**config.mk**
```make
export PLATFORM = sky130hd
export DESIGN_NAME = key_sched_stream
export DESIGN_NICKNAME = d
export VERILOG_FILES = /design/src/rtl/key_sched_pkg.sv /design/src/rtl/key_sched_stream_sbox.sv /design/src/rtl/key_sched_stream.sv
export SDC_FILE = /design/constraint.sdc
export NUM_CORES = 1
export LEC_CHECK = 0
export ABC_AREA = 1
export CORE_MARGIN = 1
export CORE_UTILIZATION = 58
export CTS_CLUSTER_SIZE = 30
export DETAILED_ROUTE_END_ITERATION = 16
export PLACE_DENSITY = 0.8
export SETUP_SLACK_MARGIN = 0.5
export SLEW_MARGIN = 0
export SYNTH_ARGS = -nofsm -noshare
export SYNTH_HDL_FRONTEND = slang
export SYNTH_SLANG_ARGS = --single-unit
export TNS_END_PERCENT = 100
```
**constraint.sdc**
```tcl
create_clock -name clk -period 1.9 [get_ports clk]
set_input_delay 0.38 -clock clk [delete_from_list [all_inputs] [get_ports clk]]
set_output_delay 0.38 -clock clk [all_outputs]
set_load 0.005 [all_outputs]
```
**src/rtl/key_sched_pkg.sv**
```systemverilog
// Shared types and constants for the nibble-serial Mini-AES key schedule.
package key_sched_pkg;

  localparam int unsigned NIB_W = 4;
  localparam logic [NIB_W-1:0] RCON_INIT = 4'h1;

  typedef enum logic [1:0] {
    LOAD,
    EMIT,
    EXPAND
  } state_t;

  localparam logic [NIB_W-1:0] SBOX [16] = '{
    4'hE, 4'h4, 4'hD, 4'h1, 4'h2, 4'hF, 4'hB, 4'h8,
    4'h3, 4'hA, 4'h6, 4'hC, 4'h5, 4'h9, 4'h0, 4'h7
  };

  // Multiply by x in GF(2^4) modulo x^4+x+1.
  function automatic logic [NIB_W-1:0] xtime(input logic [NIB_W-1:0] a);
    return {a[2:0], 1'b0} ^ (a[3] ? 4'h3 : 4'h0);
  endfunction

endpackage

```
**src/rtl/key_sched_stream_sbox.sv**
```systemverilog
// Mini-AES 4-bit S-box, purely combinational.
module mini_sbox
  import key_sched_pkg::*;
(
  input  logic [NIB_W-1:0] nib,
  output logic [NIB_W-1:0] sub
);

  always_comb begin
    sub = SBOX[nib];
  end

endmodule

```
**src/rtl/key_sched_stream.sv**
```systemverilog
// Nibble-serial Mini-AES key schedule: loads a 16-bit key, streams ROUNDS+1 round keys MSN first.
// Optional K0 replay from a shadow register when KEY_SCHED_REPLAY_EN is defined.
module key_sched_stream
  import key_sched_pkg::*;
#(
  parameter int unsigned ROUNDS = 2
) (
  input  logic             clk,
  input  logic             rst_n,
  input  logic [NIB_W-1:0] key_nib_in,
  input  logic             key_valid_in,
  output logic             key_ready_out,
  output logic [NIB_W-1:0] rk_nib_out,
  output logic             rk_valid_out,
  input  logic             rk_ready_in,
  output logic             rk_last_out,
  input  logic             replay_in,
  output logic             busy_out
);

  localparam int unsigned RW = $clog2(ROUNDS + 1);
  localparam logic [RW-1:0] ROUND_LAST = RW'(ROUNDS);

  state_t           state, state_nxt;
  logic [NIB_W-1:0] w0, w1, w2, w3;
  logic [NIB_W-1:0] w0_nxt, w1_nxt, w2_nxt, w3_nxt;
  logic [NIB_W-1:0] sw3;
  logic [NIB_W-1:0] rcon;
  logic [1:0]       beat;
  logic [RW-1:0]    round;
  logic             key_beat, rk_beat, replay_go;
  logic [15:0]      reload_key;

  mini_sbox u_sbox (
    .nib (w3),
    .sub (sw3)
  );

`ifdef KEY_SCHED_REPLAY_EN
  logic [15:0] shadow;
  logic        shadow_vld;

  always_ff @(posedge clk or negedge rst_n) begin
    if (!rst_n) begin
      shadow     <= '0;
      shadow_vld <= 1'b0;
    end else if (key_beat && beat == 2'd3) begin
      shadow     <= {w1, w2, w3, key_nib_in};
      shadow_vld <= 1'b1;
    end
  end

  assign replay_go  = (state == LOAD) && replay_in && shadow_vld;
  assign reload_key = shadow;
`else
  logic unused_replay;
  assign unused_replay = replay_in;
  assign replay_go     = 1'b0;
  assign reload_key    = '0;
`endif

  always_ff @(posedge clk or negedge rst_n) begin
    if (!rst_n) state <= LOAD;
    else        state <= state_nxt;
  end

  // Replay takes priority over a key nibble by withholding key_ready_out.
  always_comb begin
    state_nxt     = state;
    key_ready_out = 1'b0;
    rk_valid_out  = 1'b0;
    case (state)
      LOAD: begin
        key_ready_out = !replay_go;
        if (replay_go)                        state_nxt = EMIT;
        else if (key_valid_in && beat == 2'd3) state_nxt = EMIT;
      end
      EMIT: begin
        rk_valid_out = 1'b1;
        if (rk_ready_in && beat == 2'd3)
          state_nxt = (round == ROUND_LAST) ? LOAD : EXPAND;
      end
      EXPAND:  state_nxt = EMIT;
      default: state_nxt = LOAD;
    endcase
  end

  assign key_beat = key_valid_in && key_ready_out;
  assign rk_beat  = rk_valid_out && rk_ready_in;

  always_comb begin
    w0_nxt = w0 ^ sw3 ^ rcon;
    w1_nxt = w1 ^ w0_nxt;
    w2_nxt = w2 ^ w1_nxt;
    w3_nxt = w3 ^ w2_nxt;
  end

  always_ff @(posedge clk or negedge rst_n) begin
    if (!rst_n) begin
      w0    <= '0;
      w1    <= '0;
      w2    <= '0;
      w3    <= '0;
      beat  <= '0;
      round <= '0;
      rcon  <= '0;
    end else if (replay_go) begin
      {w0, w1, w2, w3} <= reload_key;
      beat  <= '0;
      round <= '0;
      rcon  <= RCON_INIT;
    end else if (key_beat) begin
      w0   <= w1;
      w1   <= w2;
      w2   <= w3;
      w3   <= key_nib_in;
      beat <= beat + 2'd1;
      if (beat == 2'd3) begin
        round <= '0;
        rcon  <= RCON_INIT;
      end
    end else if (rk_beat) begin
      beat <= beat + 2'd1;
    end else if (state == EXPAND) begin
      w0    <= w0_nxt;
      w1    <= w1_nxt;
      w2    <= w2_nxt;
      w3    <= w3_nxt;
      round <= round + RW'(1);
      rcon  <= xtime(rcon);
    end
  end

  always_comb begin
    rk_nib_out = '0;
    if (state == EMIT) begin
      case (beat)
        2'd0:    rk_nib_out = w0;
        2'd1:    rk_nib_out = w1;
        2'd2:    rk_nib_out = w2;
        default: rk_nib_out = w3;
      endcase
    end
  end

  assign rk_last_out = (state == EMIT) && (round == ROUND_LAST) && (beat == 2'd3);
  assign busy_out    = (state != LOAD);

endmodule

```
==> results of run 1 <==
cells by family after synthesis:
group,Yosys count,share of synthesized area (%)
buf+inv,39,9.761
simple gates,129,30.58
compound gates,52,15.51
fa+ha+maj,10,6.464
flops,26,33.61
xor+xnor,9,4.073
repair_timing:
item,CTS
gates resized for setup,135
pin swaps,28
buffers inserted,20
setup endpoints to repair,30
metrics by stage:
step                      setup slack [ns]  instance area [µm²]  util (%)  hold slack [ns]
after global placement             -0.1909                 2252     72.58           0.4728
after floorplan                     0.3026                 1997         -          0.08441
after CTS                          -0.1441                 2751     88.67           0.4222
after detailed placement           -0.2544                 2252     72.58           0.4886
==> summary.md, run 1 <==
The run stopped with a tool error. Terminating stage of the flow: 5_1_grt. The first error in the log reads "[ERROR DPL-0038] Utilization greater than 100%, impossible to legalize". The proportion of synthesized flip-flops having asynchronous set or reset is 100.0%. The run gives 1 as the maximum level of the CTS H-tree. Maximum count of clock buffers along a single path: 2. At the end of routability-driven placement, the weighted congestion stood at 0.8784.

Yosys mapped the design onto 28 distinct sky130hd cell types. The cell count after synthesis came out at 265. By count the netlist is led by nand2_1 (66), nand3_1 (32), dfrtp_1 (26). The buffer cell driving the clock tree root is clkbuf_4. The number of enable flip-flop cells after synthesis is 0, and the number of synthesis warnings is 0. The number of hold-repair buffers added at the cts stage is 0, and the number of buffers added on ports is 15. Boundary pin count: 17. Summing the sequential cell areas from Yosys gives 33.61% of the chip area.

The tools report the total clock buffers created by CTS as 3. The top cell type by total area after synthesis was dfrtp_1. The average size of a mapped cell was 7.304 µm². Area share of the largest cell type after synthesis: 33.61%. The most used flip-flop cell after synthesis is dfrtp_1. The height of the chip came out at 59.77 µm.

The detailed placer's ending HPWL is 3525 µm, and the number of placement rows is 20. The tools report the worst endpoint from the post-global-route timing repair as rk_nib_out[0]. Entering global routing, the biggest net connects 27 pins.

The tree built by TritonCTS fans out to 26 sinks. The total of flip-flops plus latches after synthesis was 26. The net count after synthesis was 284. The number of placed instances with taps included is 333. After the last repair the worst path ends at a top-level output.

The tools report the mapped cell area as 0.001936 mm². For the starting utilization of the core area, the log shows 62.38%. In the post-synthesis netlist, the biggest area contributors are dfrtp_1 (34%), nand2_1 (13%), nand3_1 (8.3%).

Most repeated cell in the gate-level netlist after synthesis: nand2_1. The width of the die came out at 59.77 µm.
==> inputs of run 2 (changes only) <==
Settings changed: CORE_UTILIZATION 58 to 40, CTS_CLUSTER_SIZE 30 to default, PLACE_DENSITY 0.8 to default, PLACE_DENSITY_LB_ADDON from default to 0.15, SETUP_SLACK_MARGIN 0.5 to default.
==> run 2 against run 1 <==
  * The flow now finishes, with violations (negative setup slack)
  * Synthesized cell count stayed put
  * Synthesized area stayed put
==> summary.md, run 2 <==
The tools report the number of pins exceeding their max-slew limit in the final report as 0. Counting flops and latches in the post-synthesis netlist gives 26. Average size of a mapped cell: 7.304 µm². The commonest non-fill, non-tap cell in the layout is nand2_1. nand2_1 is the most common cell in the netlist. When the netlist entered floorplanning its net count stood at 284. The detail route stage leaves a number of antenna-violating nets equal to 0. The synthesized netlist occupies a cell area of 0.001936 mm². The layout overhead on the synthesized area came out at 30.58%.

Using the TritonRoute via totals, the vias-per-cell ratio works out to 5.186. The run gives 3646 µm as the detailed placer's ending HPWL. The run gives 0.004504 mm² as the floorplan core area. The number of nets in the layout was 329. The total clock buffers created by CTS was 3; the number of synthesis warnings was 0. The area share of the largest cell type after synthesis is 33.61%. Summed over all cells, the static leakage comes to 1.243 nW. Fill cells in the final layout number 419.

The starting utilization of the core area is 42.97%. Max-cap violations in this run came to 0. The most instantiated flip-flop cell in the synthesis netlist was dfrtp_1. The worst register-to-register path begins at w3[0]$_DFFE_PN0P_.

The logs give 8362 µm for the wire length of the first global-routing pass and 0.09 ns for the slack of the worst reg-to-reg path. The maximum net fanout on the critical path works out to 4. For this run, design rule violations remaining after detail routing come to 0.

The run finished, with violations left. The height of the chip works out to 71.57 µm. The run gives 156 as the number of design-rule violations left by the first detailed-router iteration. Class of the worst hold path: in -> async. For the required time of the critical path, the log shows 1.52 ns. Ranked by total cell area, the synthesized netlist is headed by dfrtp_1 (34%), nand2_1 (13%), nand3_1 (8.3%).

Summing all placed instances gives a cell area of 0.002263 mm². Total routing usage reported by global routing: 21.30%. Peak ir drop on the vdd network: 0.7689 mV. The number of antenna violations at the first check in global routing is 0, and the sequential area share after synthesis is 33.61%.

The logs give 0.005122 mm² for the area of the die and 17 for the boundary pin count. For the final RePlAce weighted congestion, the log shows 0.8225. Setup repair after global routing could not meet its margin everywhere. Measured in cells, the most critical reg-to-reg path has a length of 12. Static timing analysis puts the maximum clock frequency at 516.0 MHz. The data arrival time of the critical path is 1.56 ns.

The proportion of synthesized flip-flops having asynchronous set or reset works out to 100.0%. The commonest cells after synthesis are nand2_1 (66), nand3_1 (32), dfrtp_1 (26). The number of hold violations in the final report is 0. The detail-routed net length per standard cell came out at 14.51 µm. For the design area, the log shows 0.002527 mm². No sink is reached through more buffers than the 2 on the longest clock path. The minimum clock period works out to 1.938 ns. The tools report the end of the worst register-to-register path as w3[1]$_DFFE_PN0P_.

The count of buffers added on input and output ports is 15. The final setup slack of the worst path was -0.03780 ns; the sum of routed wire length over all layers was 5225 µm. The slew at the pin closest to its max-slew limit came out at 0.4361 ns. The number of antenna diodes in the final layout is 0. The sequential standard cell area was 651.9 µm².

The proportion of layout cells with a drive suffix above 1 was 31.82%; the maximum level of the CTS H-tree was 1. The number of vias in the routed layout was 1867. Setup violations remaining at the end of the flow were counted as 4. The checks that failed: negative setup slack. After clock tree synthesis, the clock-pin slew on the worst setup and hold paths is 0.09 ns. The capturing element type of the critical path is an output port. The kind of critical path was reg -> out. For this design the ratio of total power to cell area is 1894 mW/mm². The worst setup path is launched from a register.

The biggest area contributor in the post-synthesis netlist is dfrtp_1. The run gives 26 as the number of clock sinks. In the layout the commonest cells are nand2_1 (61), buf_4 (29), nand3_1 (25), dfrtp_1 (25), inv_1 (21). The tightest slew margin relative to the limit is 70.86%, and the number of enable flip-flop cells after synthesis is 0.

The later pin in the worst-skew pair is clocked with a latency of 0.28 ns. For this design, the CTS-stage hold fixing added 0 buffers. The total global routing overflow is 0, and the number of placement rows is 24.

The tools report the buffer cell driving the clock tree root as clkbuf_8. Number of search-and-repair iterations in the first detailed-routing pass: 4. The run gives 265 as the number of cells produced by synthesis. The final setup skew came out at 0.001527 ns. The floorplan step set the die width to 71.57 µm.

After synthesis, the netlist uses 28 different library cells. The final cycle utilization of the critical path works out to 102.0%. The logs give 0.4588 ns for the worst-case hold slack and 0.001256 mm² for the combined area of the multi-input logic cells. TritonCTS built the clock tree. The number of global-route vias before repair was 1805.

The largest net degree at the start of global routing is 27.
run 2: cell counts after synthesis:
No cell type changed its count.
run 2: final cells by class:
cell class	count	share of cell area, %
multi-input cells	200	49.70
clock buffers	3	1.634
inverters	31	5.000
flip-flops and latches	26	25.79
well taps	52	2.574
repair buffers	48	15.30
run 2: worst max path at each step:
| stage | start | to | slack [ns] | depth (start not counted) |
|---|---|---|---|---|
| floorplan | w3[0]$_DFFE_PN0P_ | w3[2]$_DFFE_PN0P_ | 0.16 | 14 |
| global placement | beat[0]$_DFFE_PN0P_ | rk_nib_out[0] | -0.19 | 7 |
| CTS | beat[0]$_DFFE_PN0P_ | rk_nib_out[1] | -0.11 | 7 |
| finish | beat[0]$_DFFE_PN0P_ | rk_nib_out[1] | -0.04 | 7 |
| detailed placement | beat[0]$_DFFE_PN0P_ | rk_nib_out[1] | -0.17 | 7 |
| global route | beat[0]$_DFFE_PN0P_ | rk_nib_out[1] | -0.13 | 7 |
run 2: routing by layer:
layer,GRT usage [%],vias up,share of wire (%)
met5,0,-,0
met4,6.536,0,1.2
met1,27.64,879,47
met2,37.25,19,49
li1,-,964,-
met3,2.532,5,2.4
run 2: per-stage QoR:
step	util (%)	power [W]	worst slack, ns	instances	TNS [ns]
after detailed placement	50.25	0.003904	-0.1748	348	-0.6434
after global placement	50.25	0.003864	-0.1857	348	-0.6138
after global routing	56.11	0.005225	-0.1254	360	-0.5719
final	56.11	0.004786	-0.03780	360	-0.1030
after floorplan	-	0.003042	0.1635	265	0
after CTS	53.22	0.004473	-0.1074	356	-0.2793
run 2: where the power goes:
part / switching (W) / internal, W
registers: 0.000268 / 0.000797
clock network: 0.000190 / 0.000143
logic: 0.00191 / 0.00147
run 2: worst max-delay path, stage by stage (launching register included):
cell	delay [ns]
dfrtp_1	0.43
buf_6	0.14
ha_4	0.17
inv_4	0.08
o21ai_2	0.06
a221oi_2	0.20
a211oi_2	0.06
buf_2	0.13
run 2: cells by family after synthesis:
group | after synthesis | share of synthesized area [%]
simple gates | 129 | 30.58
compound gates | 52 | 15.51
fa+ha+maj | 10 | 6.464
flops | 26 | 33.61
xor+xnor | 9 | 4.073
buf+inv | 39 | 9.761
run 2: what timing repair did:
| item | CTS | global route |
|---|---|---|
| gates cloned | 0 | 0 |
| buffers inserted | 5 | 4 |
| endpoints found under the setup margin | 6 | 14 |
| gates resized for setup | 41 | 27 |
| pin swaps | 8 | 8 |
(Power assumes the default switching activity.)
==> inputs of run 3 (changes only) <==
Settings changed: CELL_PAD_IN_SITES_DETAIL_PLACEMENT from default to 1, CELL_PAD_IN_SITES_GLOBAL_PLACEMENT from default to 2, CORE_UTILIZATION 40 to 33.
==> run 3 against run 2 <==
  * The flow still finishes with violations (negative setup slack)
  * Critical path type unchanged
  * Critical endpoint is now rk_nib_out[3]
  * Die area up 21%
  * Final cell count is 6.7% higher
  * Clock skew shrank 0.00066 ns
  * Via count grew 6.4%
  * Clock power barely moved
  * Worst setup slack improved by 0.0093 ns
==> summary.md, run 3 (synthesis gave the netlist of run 2 again) <==
The run finished, with violations left. The final reports fail on negative setup slack. The tools report the worst-case hold slack as 0.4732 ns. The critical path is of the reg -> out type.

Clock tree synthesis inserted a total of 3 buffers. The post-route netlist has 34.94% of its cells at a drive strength greater than 1. Across the VDD grid, the largest voltage drop is 0.7495 mV.

The logs give 4 for the number of search-and-repair iterations in the first detailed-routing pass and 73.10% for the tightest slew margin relative to the limit. The maximum level of the CTS H-tree is 1, and the maximum cell stage delay along the critical path is 0.44 ns. The first global-routing pass estimated 10250 µm of wire. The data arrival time of the critical path was 1.55 ns. Traced cell by cell, the critical path runs through inv_2 -> ha_4 -> inv_4 -> o21ai_2 -> a221oi_2 -> a211oi_2 -> buf_2. At the pin with the least slew margin, the transition time is 0.4025 ns. The class of the worst hold path is in -> async. Pin placement for this block handled 17 I/O pins.

Floorplan core area: 0.005574 mm². The logs give -0.02848 ns for the final setup slack of the worst path and 0.002318 mm² for the cell area reported after detailed placement. The number of buffers added on ports came out at 15. The congestion estimate from routability-driven global placement came to 0.7616.

The post-placement setup slack is -0.2333 ns. For the number of clock sinks, the log shows 26. Entering global routing, the biggest net connects 27 pins. The area of the die is 0.006176 mm², and the antenna diode count is 0.

The commonest non-fill, non-tap cell in the layout was nand2_1. Clock-pin transition on the worst setup and hold timing paths: 0.10 ns. The tools report the sum of routed wire length over all layers as 6190 µm. Of all nets on the critical path, the largest fanout is 4. The final cycle utilization of the critical path is 101.5%. Based on the critical path, the design can be clocked at up to 518.5 MHz. The count of non-filler cells in the finished layout is 384. Cell type of the slowest stage on the worst timing path: dfrtp_1. The number of antenna violations at the first check in global routing is 0, and the number of setup violations in the final report is 4. Once layout is done, the placed cells without fillers occupy 0.002645 mm².

The detailed router placed 1987 vias in this run. The width of the die is 78.59 µm. The final setup skew is 0.0008618 ns.

Setup repair after global routing could not meet its margin everywhere. The logs give 47.45% for the post-route core utilization and 0 for the remaining antenna violation count after routing. Leaving out fill and tap cells, the most frequent cells in the layout are nand2_1 (60), buf_4 (32), dfrtp_1 (25). Routed via count divided by cell count: 5.174.

For the detailed placer's ending HPWL, the log shows 4456 µm. The tool flagged a number of max-cap violations equal to 0. STA classifies the critical path startpoint as a register.

For the maximum count of clock buffers along a single path, the log shows 2. The leakage power is 1.277 nW, and the number of design-rule violations left by the first detailed-router iteration is 106. The worst path in the final design needs a cycle of 1.928 ns, including I/O delays and setup. At the worst endpoint, the required time is 1.52 ns. Across every metal layer, demand over resource in global routing totals 21.63%. The number of pins exceeding their max-slew limit in the final report came out at 0. For this run, design rule violations remaining after detail routing come to 0. The number of hold violations in the final report is 0, and the layout overhead on the synthesized area is 36.65%. TritonCTS built the clock tree. The number of placed instances with taps included was 372; the height of the chip was 78.59 µm. For this run, the post-layout net count is 333.

Capturing element type of the critical path: an output port. The clock latency at the later pin of the worst-skew pair is 0.27 ns. The number of placement rows is 27. The logs give 2020 for the number of global-route vias before repair and 34.73% for the starting utilization of the core area. The detail-routed net length per standard cell is 16.12 µm, and the power density over the cells is 1921 mW/mm². Buffer cell driving the clock tree root: clkbuf_8. The run gives 0 as the total global routing overflow.
-- run 3: power by group --
group	switching (W)	internal, W	total, W
Sequential	0.000284	0.000797	0.00108
Combinational	0.00208	0.00159	0.00367
Clock	0.000192	0.000143	0.000335
Total	0.00256	0.00253	0.00508
-- run 3: what timing repair did --
action | CTS | global route
pin swaps | 8 | 10
hold endpoints to repair | 0 | 0
hold buffers | 0 | 0
resized for setup | 50 | 30
endpoints found under the setup margin | 5 | 14
setup buffers | 2 | 7
-- run 3: worst max-delay path: cells and delay by family (launching register included) --
| family | cells | cell delay [ns] |
|---|---|---|
| compound gates | 3 | 0.37 |
| fa+ha+maj | 1 | 0.15 |
| flops | 1 | 0.44 |
| buf+inv | 3 | 0.31 |
-- run 3: layout make-up --
type | count | area (µm²)
inverters | 31 | 131.4
fillers | 705 | 2929
multi-input cells | 200 | 1309
clock buffers | 3 | 41.29
repair buffers | 52 | 421.7
well taps | 72 | 90.09
flip-flops and latches | 26 | 651.9
-- run 3: worst paths after layout --
path | from | end | slack [ns] | cells past startpoint
max | beat[0]$_DFFE_PN0P_ | rk_nib_out[3] | -0.03 | 7
min | rst_n | w3[2]$_DFFE_PN0P_ | 0.47 | 2
max reg2reg | w3[0]$_DFFE_PN0P_ | w2[1]$_DFFE_PN0P_ | 0.15 | 12
min reg2reg | round[0]$_DFFE_PN0P_ | round[0]$_DFFE_PN0P_ | 0.50 | 1
max in group asynchronous | rst_n | beat[1]$_DFFE_PN0P_ | 1.13 | 2
min in group clk | round[0]$_DFFE_PN0P_ | round[0]$_DFFE_PN0P_ | 0.50 | 1
-- run 3: per-stage QoR --
stage	TNS, ns	power (W)
after floorplan	0	0.003042
after global placement	-0.7779	0.004005
after detailed placement	-0.7882	0.004076
after CTS	-0.08251	0.004679
after global routing	-0.3854	0.005568
final	-0.07644	0.005082
-- run 3: routing by layer --
metal  track usage [%]  vias to the layer above  wire length [µm]
met5                 0                        -                 0
met4             3.889                        0                33
met3             2.093                        4               159
met2             38.61                       28              3103
met1             28.26                      989              2894
li1                  -                      966                 -
==> inputs of run 4 (changes only) <==
Settings changed: HOLD_SLACK_MARGIN from default to 0.12.
==> results of run 4 <==
Same layout as run 3: the final DEF is identical, and so are final timing and power.
